[src/rtl/gpio_hex_display.sv]
// gpio_hex_display: turns the CPU gpio_out word into eight active-low
// 7-segment decimal digits using an iterative double-dabble converter.
// A new value is captured whenever it differs from the one last captured;
// the display and overflow flag update together once the conversion ends.
module gpio_hex_display #(
   parameter bit BLANK_LEADING = 1'b1
) (
   input  logic        clk,
   input  logic        rst,
   input  logic [31:0] value,
   output logic [6:0]  hex0,
   output logic [6:0]  hex1,
   output logic [6:0]  hex2,
   output logic [6:0]  hex3,
   output logic [6:0]  hex4,
   output logic [6:0]  hex5,
   output logic [6:0]  hex6,
   output logic [6:0]  hex7,
   output logic        busy,
   output logic        overflow
);

   typedef enum logic [1:0] {IDLE, SHIFT, DONE} state_t;

   localparam logic [6:0] SEG_BLANK = 7'h7F;
   localparam logic [6:0] SEG_ZERO  = 7'h40;
   localparam logic [7:0][6:0] HEX_RESET = BLANK_LEADING ?
      {{7{SEG_BLANK}}, SEG_ZERO} : {8{SEG_ZERO}};

   state_t          state_q, state_d;
   logic [31:0]     held_q, held_d;
   logic [31:0]     bin_q, bin_d;
   logic [39:0]     bcd_q, bcd_d;
   logic [4:0]      cnt_q, cnt_d;
   logic            busy_q, busy_d;
   logic            ovf_q, ovf_d;
   logic [7:0][6:0] hex_q, hex_d;

   logic [35:0]     bcdAdj;
   logic [7:0][6:0] segLit;
   logic            resultOvf;

   // Active-low segment pattern {g,f,e,d,c,b,a} for one decimal digit.
   function automatic logic [6:0] encode(input logic [3:0] d);
      case (d)
         4'd0:    encode = 7'h40;
         4'd1:    encode = 7'h79;
         4'd2:    encode = 7'h24;
         4'd3:    encode = 7'h30;
         4'd4:    encode = 7'h19;
         4'd5:    encode = 7'h12;
         4'd6:    encode = 7'h02;
         4'd7:    encode = 7'h78;
         4'd8:    encode = 7'h00;
         4'd9:    encode = 7'h10;
         default: encode = SEG_BLANK;
      endcase
   endfunction

   // Add-3 correction on digits 0..8. Digit 9 never exceeds 4 while shifting
   // and its top bit falls off the end, so it needs no correction.
   always_comb begin
      bcdAdj = bcd_q[35:0];
      for (int i = 0; i < 9; i++) begin
         if (bcd_q[4*i +: 4] >= 4'd5) begin
            bcdAdj[4*i +: 4] = bcd_q[4*i +: 4] + 4'd3;
         end
      end
   end

   // Segment patterns for the finished result, with leading zeros blanked
   // unless the value overflows eight digits or blanking is disabled.
   always_comb begin : displayLogic
      logic anyNonZero;
      anyNonZero = 1'b0;
      segLit     = {8{SEG_BLANK}};
      resultOvf  = |bcd_q[39:32];
      for (int k = 7; k >= 0; k--) begin
         anyNonZero = anyNonZero | (bcd_q[4*k +: 4] != 4'd0);
         if (anyNonZero || (k == 0) || resultOvf || !BLANK_LEADING) begin
            segLit[k] = encode(bcd_q[4*k +: 4]);
         end
      end
   end

   // Next-state logic: capture on change, 32 shift cycles, one display cycle.
   always_comb begin
      state_d = state_q;
      held_d  = held_q;
      bin_d   = bin_q;
      bcd_d   = bcd_q;
      cnt_d   = cnt_q;
      busy_d  = busy_q;
      ovf_d   = ovf_q;
      hex_d   = hex_q;
      case (state_q)
         IDLE: begin
            if (value != held_q) begin
               held_d  = value;
               bin_d   = value;
               bcd_d   = '0;
               cnt_d   = '0;
               busy_d  = 1'b1;
               state_d = SHIFT;
            end
         end
         SHIFT: begin
            bcd_d = {bcd_q[38:36], bcdAdj, bin_q[31]};
            bin_d = {bin_q[30:0], 1'b0};
            cnt_d = cnt_q + 5'd1;
            if (cnt_q == 5'd31) begin
               state_d = DONE;
            end
         end
         DONE: begin
            hex_d   = segLit;
            ovf_d   = resultOvf;
            busy_d  = 1'b0;
            state_d = IDLE;
         end
         default: begin
            state_d = IDLE;
         end
      endcase
   end

   // State registers; a synchronous reset aborts any conversion in flight.
   always_ff @(posedge clk) begin
      if (rst) begin
         state_q <= IDLE;
         held_q  <= '0;
         bin_q   <= '0;
         bcd_q   <= '0;
         cnt_q   <= '0;
         busy_q  <= 1'b0;
         ovf_q   <= 1'b0;
         hex_q   <= HEX_RESET;
      end else begin
         state_q <= state_d;
         held_q  <= held_d;
         bin_q   <= bin_d;
         bcd_q   <= bcd_d;
         cnt_q   <= cnt_d;
         busy_q  <= busy_d;
         ovf_q   <= ovf_d;
         hex_q   <= hex_d;
      end
   end

   assign hex0     = hex_q[0];
   assign hex1     = hex_q[1];
   assign hex2     = hex_q[2];
   assign hex3     = hex_q[3];
   assign hex4     = hex_q[4];
   assign hex5     = hex_q[5];
   assign hex6     = hex_q[6];
   assign hex7     = hex_q[7];
   assign busy     = busy_q;
   assign overflow = ovf_q;

endmodule

[config.mk]
export PLATFORM = sky130hd
export DESIGN_NAME = gpio_hex_display
export DESIGN_NICKNAME = d
export VERILOG_FILES = /design/src/rtl/gpio_hex_display.sv
export SDC_FILE = /design/constraint.sdc
export NUM_CORES = 1
export LEC_CHECK = 0
export ABC_AREA = 0
export BUFFER_PORTS_ARGS = -buffer_cell sky130_fd_sc_hd__buf_4
export CAP_MARGIN = 20
export CORE_MARGIN = 2
export CORE_UTILIZATION = 64
export DETAILED_ROUTE_END_ITERATION = 7
export PLACE_DENSITY = 0.84
export SYNTH_ARGS = -nofsm -noshare
export SYNTH_HDL_FRONTEND = slang
export SYNTH_SLANG_ARGS = --single-unit
[constraint.sdc]
create_clock -name clk -period 6.4 [get_ports clk]
set_input_delay 0.64 -clock clk [delete_from_list [all_inputs] [get_ports clk]]
set_output_delay 0.64 -clock clk [all_outputs]
set_load 0.03 [all_outputs]
==> impl_metrics.yaml, run 1 <==
clock_tree:
  cts_tree: "built"
  clock_pin_transition_on_the_worst_setup_and_hold_timing_paths_ps: 60
  clk_buf_depth: 3
  htree_levels: 1
  clock_root_buffer_master: "sky130_fd_sc_hd__clkbuf_16"
  cts.repair_timing.setup_buffer_count: 0
  cts_inserted_buffers: 23
  post_cts_resize_count: 0
  insertion_delay_ps: 520
  cts.sink_count: 218
  hold_buffers: 0
finish:
  final_design_area_no_fill_sq_mm: 0.01199
  layout-drive-gt1-share_pct: 13.82
  insertedDiodeCount: 0
  postLayoutCoreUtil_pct: 75.46
  fill_cells: 1165
  post_synthesis_to_final_layout_area_growth_pct: 15.66
  nets: 1334
worst_setup_path:
  startpoint_type: "flop"
  worst-path-max-fanout: 19
  required_time_at_the_worst_slack_endpoint_ps: 6850
  cp-end-kind: "flop"
  slowest_stage_delay_on_critical_path_ps: 900
  worstPathArrival_ps: 4000
  crit_type: "flop to flop"
  critPathSlowestCell: "sky130_fd_sc_hd__o31ai_4"
  path_cells: "xor2_1, nor4_1, nand4_1, o31ai_4, a21oi_1, nor2_1, inv_1, ha_1, or2_2, o31ai_1, mux2_2"
detailed_routing:
  wirelength_microns: 23880
  detail-route-antenna-nets: 0
  route.detailed.drc: 0
  drt_iter0_drc: 685
  routed_wire_length_per_instance_microns: 16.27
  drt_pre_antenna_iters: 6
  via_count: 8654
  detail_route.vias_per_cell: 5.895
floorplanning:
  fp.dieH_microns: 131.3
  die_x_microns: 131.3
  fp-row-count: 46
  design.die.area_sq_mm: 0.01723
  initial_core_utilization_pct: 65.25
  num_io_pins: 92
  floorplan.core_area_sq_mm: 0.01589
pwr:
  pwr-share-seq_pct: 48.4
  clkPwrFrac_pct: 47.1
  leakage_nw: 5.152
  maximum_vdd_ir_drop_mv: 0.2095
  p_comb_share_pct: 4.5
  switchingPower_w: 0.0006456
  power-per-cell-area_mw_per_mm2: 241.1
  switching_share_of_power_pct: 22.34
  power.internal_w: 0.002245
job:
  maxCapViolations: 0
synth:
  syn_inst: 1174
  synthesis.area_sq_mm: 0.01036
  synth.yosys.warnings: 0
  syn_area_per_cell_sq_um: 8.829
  yosys.cell_types.count: 70
  postSynth.asyncResetShare_pct: 0
  yosys_most_used_dff: "sky130_fd_sc_hd__dfxtp_1"
  synth_enable_flop_cells: 0
  ys_seq_elements: 218
  synth.net_count: 1273
  synth_sequential_area_ratio_pct: 42.11
global_route:
  grt_overflow: 0
  number_of_global_route_vias_before_repair: 8345
  pin_count_of_the_biggest_net_entering_global_routing: 67
  grt_first_pass_wirelength_microns: 39430
  antenna_found_initial: 0
  track_usage_pct: 26.71
sta:
  finalClockSkew_ps: 19.58
  slew-limit-headroom_pct: 26.96
  finalSetupViolCount: 0
  timing.final.max_slew_violations: 0
  tns_ps: 0
  max_fclk_mhz: 281.6
  tightestPinTransition_ps: 1081
  timing.final.crit_share_pct: 55.49
  hold_viol: 0
  setup_ws_ps: 2849
  final.min_clock_period_ps: 3551
  unrepaired_setup_endpoints_after_global_routing: "false"
  fin_hold_ws_ps: 393.3
hold_path:
  min-delay-path-class: "primary input to flop"
placed_design:
  placement.io_buffers: 91
  dp_worst_setup_slack_ps: 2500
  routabilityCongestion: 0.8639
  dpl.hpwl_microns: 15640
  detailed_place.area_sq_mm: 0.01118
status:
  status: "completed"
## per-layer routing
layer,global-route usage [%],vias up,wire [microns]
li1,-,4248,-
met1,33.33,4095,10290
met2,47.16,276,11740
met3,4.475,35,1356
met4,8.514,0,489
met5,0,-,0
## path summary, 6_finish.rpt
check	start	to	slack (ps)	cells after the start
setup reg to reg	held_q[28]$_SDFFE_PP0P_	flop	2850	11
hold reg to reg	flop	hex1[1]$_SDFFE_PP1P_	440	2
hold / removal	value[22]	held_q[22]$_SDFFE_PP0P_	390	3
setup / recovery	held_q[28]$_SDFFE_PP0P_	flop	2850	11
## critical path: cells and delay by family, from the launching register on
family | cells | cell delay [ps]
AOI/OAI and AO/OA | 3 | 1220
xor gates and xnor gates | 1 | 170
adders and majority gates | 1 | 190
buffers and inverters | 1 | 110
DFF | 1 | 320
muxes | 1 | 170
and+or+nand+nor | 4 | 1300
## cell usage after synthesis (all sizes together) (4+ instances only)
| library cell | number | area, sq um |
|---|---|---|
| nand2b | 12 | 75.07 |
| o22a | 4 | 35.03 |
| or2 | 4 | 27.53 |
| o21ai | 49 | 249.0 |
| o22ai | 30 | 187.7 |
| dfxtp | 218 | 4364 |
| nand3b | 4 | 30.03 |
| nand4 | 4 | 31.28 |
| nand3 | 6 | 30.03 |
| nor3 | 31 | 165.2 |
| ha | 65 | 813.3 |
| a32oi | 6 | 52.55 |
| a21oi | 58 | 290.3 |
| nor4 | 10 | 83.83 |
| inv | 55 | 206.5 |
| and4 | 4 | 35.03 |
| nor2b | 4 | 25.02 |
| xnor2 | 10 | 87.58 |
| a21o | 18 | 135.1 |
| o21a | 4 | 30.03 |
| o2bb2ai | 11 | 96.34 |
| a22o | 4 | 35.03 |
| a311oi | 34 | 297.8 |
| o211ai | 4 | 30.03 |
| and3 | 8 | 50.05 |
| xor2 | 37 | 324.1 |
| a22oi | 16 | 125.1 |
| mux2 | 4 | 45.04 |
| a211oi | 12 | 90.09 |
| buf | 18 | 83.82 |
| o31ai | 8 | 75.08 |
| nand2 | 130 | 488.0 |
| mux2i | 56 | 560.5 |
| and2 | 5 | 31.28 |
| nor2 | 136 | 515.5 |
| clkbuf | 48 | 180.2 |
| nor3b | 12 | 90.09 |
## power groups by stage
stage | sequential [W] | combinational (W) | clock, W
floorplan | 0.00142 | 0.0000807 | 0
global placement | 0.00143 | 0.000125 | 0
detailed placement | 0.00143 | 0.000127 | 0
CTS | 0.00140 | 0.000129 | 0.00138
global route | 0.00140 | 0.000142 | 0.00143
finish | 0.00140 | 0.000129 | 0.00136
## final cells by class
class | count | area (sq um) | share of cell area [%]
tap | 216 | 270.3 | 2.254
inverter | 58 | 219.0 | 1.827
multi-input combinational | 832 | 5555 | 46.34
timing repair buffer | 102 | 798.3 | 6.659
clock inverter | 11 | 115.1 | 0.9602
sequential | 218 | 4364 | 36.41
clock buffer | 31 | 665.6 | 5.553
## stage by stage
stage | power, W | std cells
5_1_grt | 0.002973 | 1468
2_1_floorplan | 0.001505 | 1174
3_5_place_dp | 0.001556 | 1425
6_report | 0.002890 | 1468
3_3_place_gp | 0.001552 | 1424
4_1_cts | 0.002905 | 1467
## cell families after synthesis
group           count (synthesis)  share of synthesized area, %
simple gates                  375                         16.60
compound gates                285                         18.98
flops                         218                         42.11
buf+inv                       124                         4.659
fa+ha+maj                      65                         7.846
mux                            60                         5.843
xor+xnor                       47                         3.971
## cells in the final DEF (no fill, tap or decap), drive strengths merged, types with 5 or more instances in the layout
cell     netlist  final
a211oi        12     12
a21o          18     18
a21oi         58     58
a22oi         16     16
a311oi        34     34
a32oi          6      6
and2           5      5
and3           8      8
buf           18    102
clkbuf        48     31
clkinv         3     11
dfxtp        218    218
ha            65     65
inv           55     55
mux2i         56     56
nand2        130    130
nand2b        12     12
nand3          6      6
nor2         136    136
nor3          31     31
nor3b         12     12
nor4          10     10
o21ai         49     49
o22ai         30     30
o2bb2ai       11     11
o31ai          8      8
xnor2         10     10
xor2          37     37
Note: power is estimated with default switching activity, not from simulation.
==> run 2, diff against run 1 <==
- ABC_AREA: 0 -> 1
- CORE_UTILIZATION: 64 -> 54
- PLACE_DENSITY: 0.84 -> 0.75
- clock period: 6.4 -> 3.26 ns (I/O delays scaled with it)
==> run 2 against run 1 <==
- non-clock buffer count did not move
- clock skew shrank 3.6 ps
- total power increased by 100%
- maximum frequency is 28% higher
- die area up 21%
- cell count grew 23%
- clock power is 100% higher
- sequential cell count did not move
- clock-buffer cell count shrank 5
- combinational power grew 110%
- synthesized cell count up 25%
- first-iteration DRC count fell by 27%
==> impl_metrics.yaml, run 2 <==
worst_setup_path:
  rr_worst_depth: 16
  crit_type: "flop to flop"
  cp-end-kind: "flop"
  reg2reg_from: "held_q[13]$_SDFFE_PP0P_"
  startpoint: "held_q[13]$_SDFFE_PP0P_"
  worstPathArrival_ps: 3170
  required_time_at_the_worst_slack_endpoint_ps: 3670
  worst-path-max-fanout: 50
  r2r_slack_ps: 490
  startpoint_type: "flop"
synth:
  synthMostInstantiatedCell: "sky130_fd_sc_hd__nand2_1"
  synth_sequential_area_ratio_pct: 41.06
  synth_fa_ha_area_share_pct: 7.652
  synth_enable_flop_cells: 0
  synth.net_count: 1562
  synth.area.top_cells: "sky130_fd_sc_hd__dfxtp_1 41%, sky130_fd_sc_hd__nand2_1 14%, sky130_fd_sc_hd__ha_1 7.7%, sky130_fd_sc_hd__o21ai_0 5.5%, sky130_fd_sc_hd__inv_1 5.3%"
  ys_seq_elements: 218
  yosys_most_used_dff: "sky130_fd_sc_hd__dfxtp_1"
  largest_family_of_logic_cells_by_synthesized_area: "simple AND/OR/NAND/NOR gates"
  synth_top_area_cell: "sky130_fd_sc_hd__dfxtp_1"
  synth_compound_area_share_pct: 13.17
  ys_top_cells_by_count: "400 x sky130_fd_sc_hd__nand2_1, 218 x sky130_fd_sc_hd__dfxtp_1, 151 x sky130_fd_sc_hd__inv_1"
  syn_inst: 1463
  syn_area_per_cell_sq_um: 7.265
  synth_top_area_share_pct: 41.06
  synthesis.area_sq_mm: 0.01063
  synth_simple_gate_area_share_pct: 27.06
  synth.yosys.warnings: 0
  synth.mux.area_fraction_pct: 0
  yosys.cell_types.count: 40
  postSynth.asyncResetShare_pct: 0
  yosys.area_share.xor_xnor_pct: 2.554
hold_path:
  min-delay-path-class: "primary input to flop"
floorplanning:
  fp-row-count: 51
  fp.dieH_microns: 144.3
  num_io_pins: 92
  design.die.area_sq_mm: 0.02082
  die_x_microns: 144.3
  floorplan.core_area_sq_mm: 0.01940
  initial_core_utilization_pct: 54.79
clock_tree:
  clk_buf_depth: 3
  cts_inserted_buffers: 23
  htree_levels: 1
  cts.repair_timing.setup_buffer_count: 0
  clock_pin_transition_on_the_worst_setup_and_hold_timing_paths_ps: 60
  hold_buffers: 0
  cts_tree: "built"
  cts.sink_count: 218
  clock_root_buffer_master: "sky130_fd_sc_hd__clkbuf_16"
  insertion_delay_ps: 510
  post_cts_resize_count: 0
sta:
  finalSetupViolCount: 0
  hold_viol: 0
  timing.final.crit_share_pct: 84.94
  timing.final.max_slew_violations: 0
  slew-limit-headroom_pct: 43.31
  unrepaired_setup_endpoints_after_global_routing: "false"
  max_fclk_mhz: 361.2
  setup_ws_ps: 491.1
  tightestPinTransition_ps: 849.5
  final.min_clock_period_ps: 2769
  tns_ps: 0
  finalClockSkew_ps: 16.00
finish:
  layout-drive-gt1-share_pct: 13.55
  insertedDiodeCount: 0
  layout.cells.most_common_list: "400 x sky130_fd_sc_hd__nand2_1, 218 x sky130_fd_sc_hd__dfxtp_1, 151 x sky130_fd_sc_hd__inv_1"
  fill_cells: 1767
  post_synthesis_to_final_layout_area_growth_pct: 15.36
  final_design_area_no_fill_sq_mm: 0.01226
  most_common_cell_after_layout_fill_and_taps_aside: "sky130_fd_sc_hd__nand2_1"
  postLayoutCoreUtil_pct: 63.21
  nets: 1625
placed_design:
  routabilityCongestion: 0.8748
  dpl.hpwl_microns: 15340
  dp_worst_setup_slack_ps: 426.3
  placement.io_buffers: 91
  detailed_place.area_sq_mm: 0.01145
pwr:
  leakage_nw: 5.997
  power-per-cell-area_mw_per_mm2: 473.2
  maximum_vdd_ir_drop_mv: 0.3746
detailed_routing:
  detail-route-antenna-nets: 0
  drt_iter0_drc: 502
  detail_route.vias_per_cell: 5.090
  routed_wire_length_per_instance_microns: 12.62
  wirelength_microns: 22800
  route.detailed.drc: 0
  via_count: 9197
  drt_pre_antenna_iters: 6
status:
  status: "completed"
job:
  maxCapViolations: 0
global_route:
  grt_overflow: 0
  antenna_found_initial: 0
  grt_first_pass_wirelength_microns: 39010
  track_usage_pct: 22.41
  number_of_global_route_vias_before_repair: 8595
  pin_count_of_the_biggest_net_entering_global_routing: 71
## run 2: cell count changes in the layout (fill, tap and decap cells not counted), moves of 25 or more
cell	before	now
sky130_fd_sc_hd__inv_1	54	151
sky130_fd_sc_hd__nor3_1	29	4
sky130_fd_sc_hd__nand2_2	0	31
sky130_fd_sc_hd__nor2_1	132	93
sky130_fd_sc_hd__mux2i_1	56	0
sky130_fd_sc_hd__a311oi_1	34	0
sky130_fd_sc_hd__a31oi_1	2	31
sky130_fd_sc_hd__xor2_1	37	4
sky130_fd_sc_hd__o21ai_0	48	116
sky130_fd_sc_hd__nand3_1	6	106
sky130_fd_sc_hd__nand2_1	130	400
## run 2: layout make-up
cell class	instances	area, sq um	area share (%)
tap	265	331.6	2.704
clock buffer	26	616.8	5.031
multi-input combinational	1019	5374	43.83
timing repair buffer	102	765.7	6.245
clock inverter	15	196.4	1.602
inverter	162	613.1	5.000
sequential	218	4364	35.59
## run 2: routing by layer
| layer | vias up | track usage, % | part of all wire (%) |
|---|---|---|---|
| met4 | 0 | 6.490 | 2.2 |
| met3 | 41 | 3.146 | 4.4 |
| met1 | 4164 | 29.01 | 46 |
| met5 | - | 0 | 0 |
| met2 | 174 | 38.99 | 48 |
| li1 | 4818 | - | - |
## run 2: worst min path at each step
| stage | start | end | cells past startpoint |
|---|---|---|---|
| floorplan | flop | hex6[0]$_SDFFE_PP1P_ | 2 |
| global placement | flop | hex7[3]$_SDFFE_PP1P_ | 2 |
| detailed placement | flop | hex7[1]$_SDFFE_PP1P_ | 2 |
| CTS | value[29] | held_q[29]$_SDFFE_PP0P_ | 3 |
| global route | value[13] | held_q[13]$_SDFFE_PP0P_ | 3 |
| finish | value[29] | held_q[29]$_SDFFE_PP0P_ | 3 |
## run 2: logic make-up (layout without fill, tap and decap cells)
group / Yosys count / after routing
compound gates: 258 / 258
xor+xnor: 31 / 31
fa+ha+maj: 65 / 65
buf+inv: 226 / 305
flops: 218 / 218
simple gates: 665 / 665
## run 2: per-stage QoR
step,hold WS [ps],std cells,power [W]
after floorplan,424.5,1463,0.002985
after global routing,102.8,1807,0.006005
after CTS,90.92,1807,0.005849
after global placement,427.4,1766,0.003076
after detailed placement,433.8,1766,0.003082
final,97.07,1807,0.005802
## run 2: power by group
part | switching (W) | total, W | internal (W)
combinational | 0.000168 | 0.000277 | 0.000108
clock | 0.00110 | 0.00278 | 0.00168
sequential | 0.0000300 | 0.00275 | 0.00272
total | 0.00129 | 0.00580 | 0.00451
## run 2: critical path, stage by stage, from the launching register on
cell and delay, ps:
sky130_fd_sc_hd__dfxtp_1 320, sky130_fd_sc_hd__xnor2_1 170, sky130_fd_sc_hd__nand2_1 80, sky130_fd_sc_hd__nor2_1 140, sky130_fd_sc_hd__nand2_1 90, sky130_fd_sc_hd__nor2_2 210, sky130_fd_sc_hd__nand3_4 210, sky130_fd_sc_hd__nand2_8 330
sky130_fd_sc_hd__nand2_1 100, sky130_fd_sc_hd__nand2_1 100, sky130_fd_sc_hd__nand2_1 160, sky130_fd_sc_hd__inv_1 150, sky130_fd_sc_hd__ha_1 250, sky130_fd_sc_hd__inv_1 60, sky130_fd_sc_hd__nand3_1 90, sky130_fd_sc_hd__nand3_1 120
sky130_fd_sc_hd__nand2_1 50
